$ cat src/rtl/btn_debounce.sv
// Raw pushbutton conditioner: 2-FF synchronizer, per-button debounce FSM, level, press/release pulses, 8-bit press count.
// Latency 2+DEBOUNCE_CYCLES clk edges from raw sample to level/pulse; no backpressure, every output is a free-running register.
// Optional auto-repeat pulses are built only when BTN_REPEAT_EN is defined; otherwise btn_repeat is tied to 0.
module btn_debounce #(
    parameter int N_BTN           = 4,
    parameter int CNT_W           = 16,
    parameter int DEBOUNCE_CYCLES = 50000,
    parameter int REPEAT_CYCLES   = 1000000
) (
    input  logic                 clk,
    input  logic                 rst_n,
    input  logic [N_BTN-1:0]     btn_raw,
    output logic [N_BTN-1:0]     btn_state,
    output logic [N_BTN-1:0]     btn_press,
    output logic [N_BTN-1:0]     btn_release,
    output logic [N_BTN-1:0]     btn_repeat,
    output logic [8*N_BTN-1:0]   press_cnt
);

    typedef enum logic [1:0] {
        S_LOW  = 2'd0,
        P_HIGH = 2'd1,
        S_HIGH = 2'd2,
        P_LOW  = 2'd3
    } state_t;

    localparam logic [CNT_W-1:0] DB_LAST = CNT_W'(DEBOUNCE_CYCLES - 1);

    if (N_BTN < 1 || N_BTN > 16) begin : g_bad_n_btn
        $error("btn_debounce: N_BTN must be 1..16");
    end
    if (DEBOUNCE_CYCLES < 1 || DEBOUNCE_CYCLES > (2**CNT_W) - 1) begin : g_bad_debounce
        $error("btn_debounce: DEBOUNCE_CYCLES out of range for CNT_W");
    end
    if (REPEAT_CYCLES < 1) begin : g_bad_repeat
        $error("btn_debounce: REPEAT_CYCLES must be at least 1");
    end

    logic [N_BTN-1:0] sync1_q;
    logic [N_BTN-1:0] sync2_q;

    always_ff @(posedge clk) begin
        if (!rst_n) begin
            sync1_q <= '0;
            sync2_q <= '0;
        end else begin
            sync1_q <= btn_raw;
            sync2_q <= sync1_q;
        end
    end

    for (genvar g = 0; g < N_BTN; g++) begin : g_btn
        state_t           state_q, state_d;
        logic [CNT_W-1:0] cnt_q, cnt_d;
        logic             level_q, level_d;
        logic             press_q, press_d;
        logic             rel_q, rel_d;
        logic [7:0]       pcnt_q, pcnt_d;
        logic             s;

        assign s = sync2_q[g];

        always_comb begin
            state_d = state_q;
            cnt_d   = cnt_q;
            level_d = level_q;
            press_d = 1'b0;
            rel_d   = 1'b0;
            pcnt_d  = pcnt_q;
            case (state_q)
                S_LOW: begin
                    if (s) begin
                        if (DEBOUNCE_CYCLES == 1) begin
                            state_d = S_HIGH;
                            level_d = 1'b1;
                            press_d = 1'b1;
                            pcnt_d  = pcnt_q + 8'd1;
                        end else begin
                            state_d = P_HIGH;
                            cnt_d   = CNT_W'(1);
                        end
                    end
                end
                P_HIGH: begin
                    if (!s) begin
                        state_d = S_LOW;
                        cnt_d   = '0;
                    end else if (cnt_q == DB_LAST) begin
                        state_d = S_HIGH;
                        cnt_d   = '0;
                        level_d = 1'b1;
                        press_d = 1'b1;
                        pcnt_d  = pcnt_q + 8'd1;
                    end else begin
                        cnt_d = cnt_q + CNT_W'(1);
                    end
                end
                S_HIGH: begin
                    if (!s) begin
                        if (DEBOUNCE_CYCLES == 1) begin
                            state_d = S_LOW;
                            level_d = 1'b0;
                            rel_d   = 1'b1;
                        end else begin
                            state_d = P_LOW;
                            cnt_d   = CNT_W'(1);
                        end
                    end
                end
                P_LOW: begin
                    if (s) begin
                        state_d = S_HIGH;
                        cnt_d   = '0;
                    end else if (cnt_q == DB_LAST) begin
                        state_d = S_LOW;
                        cnt_d   = '0;
                        level_d = 1'b0;
                        rel_d   = 1'b1;
                    end else begin
                        cnt_d = cnt_q + CNT_W'(1);
                    end
                end
                default: begin
                    state_d = S_LOW;
                    cnt_d   = '0;
                end
            endcase
        end

        always_ff @(posedge clk) begin
            if (!rst_n) begin
                state_q <= S_LOW;
                cnt_q   <= '0;
                level_q <= 1'b0;
                press_q <= 1'b0;
                rel_q   <= 1'b0;
                pcnt_q  <= '0;
            end else begin
                state_q <= state_d;
                cnt_q   <= cnt_d;
                level_q <= level_d;
                press_q <= press_d;
                rel_q   <= rel_d;
                pcnt_q  <= pcnt_d;
            end
        end

        assign btn_state[g]          = level_q;
        assign btn_press[g]          = press_q;
        assign btn_release[g]        = rel_q;
        assign press_cnt[8*g +: 8]   = pcnt_q;

`ifdef BTN_REPEAT_EN
        localparam int             RPT_W    = (REPEAT_CYCLES > 1) ? $clog2(REPEAT_CYCLES) : 1;
        localparam logic [RPT_W-1:0] RPT_LAST = RPT_W'(REPEAT_CYCLES - 1);

        logic [RPT_W-1:0] rpt_q, rpt_d;
        logic             rep_q, rep_d;

        // Counter only advances while settled high; any other state holds it at zero.
        always_comb begin
            rpt_d = '0;
            rep_d = 1'b0;
            if (state_q == S_HIGH) begin
                if (rpt_q == RPT_LAST) begin
                    rep_d = 1'b1;
                end else begin
                    rpt_d = rpt_q + RPT_W'(1);
                end
            end
        end

        always_ff @(posedge clk) begin
            if (!rst_n) begin
                rpt_q <= '0;
                rep_q <= 1'b0;
            end else begin
                rpt_q <= rpt_d;
                rep_q <= rep_d;
            end
        end

        assign btn_repeat[g] = rep_q;
`else
        assign btn_repeat[g] = 1'b0;
`endif
    end

endmodule

$ cat config.mk
export PLATFORM = sky130hd
export DESIGN_NAME = btn_debounce
export DESIGN_NICKNAME = d
export VERILOG_FILES = /design/src/rtl/btn_debounce.sv
export SDC_FILE = /design/constraint.sdc
export NUM_CORES = 1
export LEC_CHECK = 0
export BUFFER_PORTS_ARGS = -buffer_cell sky130_fd_sc_hd__buf_2
export CAP_MARGIN = 20
export CORE_ASPECT_RATIO = 1.75
export CORE_MARGIN = 2
export CORE_UTILIZATION = 42
export DETAILED_ROUTE_END_ITERATION = 10
export SYNTH_ARGS = -nofsm -noshare
export SYNTH_HDL_FRONTEND = slang
export SYNTH_SLANG_ARGS = --single-unit
$ cat constraint.sdc
create_clock -name clk -period 3.1 [get_ports clk]
set_input_delay 0.775 -clock clk [delete_from_list [all_inputs] [get_ports clk]]
set_output_delay 0.775 -clock clk [all_outputs]
set_load 0.01 [all_outputs]
==> impl_results.md <==
- Flop2flop setup slack: 600 ps
- Post-place instance area: 0.00611 sq mm
- Hold Path Depth: 1
- Die Y: 159 microns
- Post-synth cell types: 59
- Full die area: 0.0148 sq mm
- YS warnings: 0
- First-pass GRT wire length: 22.2 mm
- Post-synth top area share: 42.8%
- Cells along the critical path: or4b_4 -> nor4_4 -> nand3_2 -> or4_1 -> a21oi_1
- Row Count: 56
- Num CTS Buffers: 17
- Clock Path Buffers: 2
- Post-Place Cells: 873
- Fin nets: 732
- Latest clock arrival within the worst-skew pair: 410 ps
- Final WL: 13.3 mm
- Dpl hpwl: 9.45 mm
- Global-route usage over all layers: 18.3%
- Final Skew: 9.01 ps
- Initial antenna violation count: 0
- Outcome: complete, no violations
- Worst slew pin tran: 993 ps
- Vias in the first global route: 4894
- Core area: 0.0135 sq mm
- Critical path arrival: 2840 ps
- WHS: 433 ps
- Count of pins over their slew limit: 0
- Most common cell in the netlist: dfxtp_1
- Period utilization: 80.8%
- Synth cell count leaders: 124 x dfxtp_1, 63 x nor2_1, 55 x nand2_1, 46 x nand3_1, 41 x o21ai_0
- Fin cells: 904
- M1 WL: 5.46 mm
- CP endpoint kind: register
- Post-synth EDFFs: 0
- Hold path start: sync1_q[3]$_SDFF_PN0_
- Hold crit path type: register to register
- RSZ-0062 raised after global routing: no
- Clock Tree Root: clkbuf_16
- Setup Slack @ Placement: 494 ps
- Reg-to-Reg End: g_btn[2].pcnt_q[7]$_SDFFE_PN0P_
- Post-synthesis sequential area ratio: 42.8%
- Final setup margin: 596 ps
- Rel. slew slack: 33.3%
- Initial cell density of the core: 43.1%
- Wire length per cell: 14.7 microns
- Design Area, Final: 0.00679 sq mm
- Met2 WL: 7.04 mm
- MaxCap Viol Count: 0
- Vias: 5043
- Worst path bufs/invs: 0
- Setup tns final: 0 ps
- GRT overflow: 0
- Mapped cell area: 0.00580 sq mm
- Max incr delay on CP: 580 ps
- CTS sink cnt: 124
- Most used DFF post-synth: dfxtp_1
- Critical Path Source Type: register
- Cells after Synth: 682
- Setup bufs post-CTS: 0
- Top sig layer: met4
- CP max stage cell: or4_1
- Register bit total from synthesis: 124
- Post_cts resized: 0
- Iter 0 DRT Violations: 201
- Final Hold Viols: 0
- Htree depth: 4
- Synth async-reset ratio: 0%
- Critical path type: register to register
- Routability cong.: 0.865
- Critical Path RT: 3440 ps
- Finish-stage setup viols: 0
- Die width: 92.8 microns
- Synth area leaders: dfxtp_1 43%, xor2_1 4.7%, nor2_1 4.1%
- Clk slew on worst S/H paths: 60 ps
- Post-route minimum period: 2500 ps
- Post-route DRC violation count: 0
- Largest net degree at the start of global routing: 27
- Synth-to-Final Area Change: 17.0%
- CTS tree: yes
- Post-synth top area cell: dfxtp_1
- Max Freq: 399 MHz
- Routed wl met3: 442 microns
- Worst-path fanout max: 13
- Leakage power: 2.60 nW
- PortBufs: 49
- Cell depth of the worst flop-to-flop path: 5
- CP Depth: 5
- Power per cell area: 588 mW/mm^2
- 1st-pass router iterations: 4
- Worst vdd ir: 0.000418 V
- Hold-fix buffers at CTS: 0
- Final antenna-violating net count: 0
- Antenna Cells: 0
- Detail-routed via count per cell: 5.58
- Hold Path Sink: sync2_q[3]$_SDFF_PN0_
- Average size of a mapped cell: 8.51 sq um
- Kind of cell adding the most delay to the critical path: simple AND/OR/NAND/NOR gates
- Layout cells sized above 1: 14.1%
- Worst R2R Start: g_btn[2].cnt_q[11]$_SDFFE_PN0P_
- IO Count: 54
layout by cell type (no fill, tap or decap), types with 3 or more instances in the layout:
cell,count
dfxtp_1,124
nor2_1,63
nand2_1,55
buf_2,49
nand3_1,46
o21ai_0,41
a21oi_1,40
xor2_1,31
nand4_1,29
and3_1,17
or3_1,17
clkbuf_16,17
nor3_1,16
a31oi_1,15
inv_1,13
and2_1,12
xnor2_1,10
or4_1,9
mux2i_1,9
buf_4,9
or2_2,8
o31ai_1,8
ha_1,8
nor4_1,6
bufinv_16,6
and4_1,5
nand4b_1,4
o211a_1,4
nor2b_1,4
conb_1,4
clkbuf_8,4
clkbuf_1,4
or4bb_1,3
nor4bb_1,3
nor4b_1,3
worst max path at each step:
| stage | from | endpoint | slack, ps |
|---|---|---|---|
| finish | g_btn[2].cnt_q[11]$_SDFFE_PN0P_ | g_btn[2].pcnt_q[7]$_SDFFE_PN0P_ | 600 |
| global route | g_btn[2].cnt_q[11]$_SDFFE_PN0P_ | g_btn[2].pcnt_q[6]$_SDFFE_PN0P_ | 430 |
| CTS | g_btn[2].cnt_q[11]$_SDFFE_PN0P_ | g_btn[2].pcnt_q[6]$_SDFFE_PN0P_ | 590 |
| detailed placement | rst_n | g_btn[0].cnt_q[12]$_SDFFE_PN0P_ | 490 |
| global placement | rst_n | g_btn[0].cnt_q[7]$_SDFFE_PN0P_ | 530 |
| floorplan | g_btn[2].cnt_q[11]$_SDFFE_PN0P_ | g_btn[2].pcnt_q[3]$_SDFFE_PN0P_ | 990 |
per-layer routing:
layer	track usage, %	vias to the layer above
li1	-	2518
met1	20.1	2393
met2	32.6	98
met3	4.59	34
met4	8.29	0
met5	0	-
logic make-up after synthesis:
logic type	Yosys count	share of synthesized area, %
adder cells (fa/ha/maj)	8	1.73
AND/OR/NAND/NOR	313	29.5
multiplexers	10	1.75
buffers and inverters	57	4.87
AO/OA/AOI/OAI	128	13.1
flip-flops	124	42.8
other	1	0.0646
XOR/XNOR	41	6.19
stage by stage:
step,total power [mW],utilization [%]
floorplan,1.73,-
global placement,1.74,45.4
detailed placement,1.75,45.4
CTS,4.03,50.4
global route,4.13,50.4
finish,3.99,50.4
where the power goes:
| group | switching [mW] | internal [mW] |
|---|---|---|
| registers | 0.0159 | 1.61 |
| logic | 0.0604 | 0.0289 |
| clock network | 0.685 | 1.59 |
registers in the layout (all words and copies together) (netlist names), named ones only:
register,count
sync1_q,4
sync2_q,4
g_btn.cnt_q,64
g_btn.level_q,4
g_btn.pcnt_q,32
g_btn.press_q,4
g_btn.state_q,4
g_btn.rel_q,4
layout make-up:
type / instances / area [sq um]
fill: 1295 / 6670
multi-input combinational: 504 / 3050
sequential: 124 / 2480
clock buffer: 25 / 495
timing repair buffer: 58 / 313
tap: 174 / 218
clock inverter: 6 / 180
inverter: 13 / 48.8
Power figures use the tool's default switching activity.
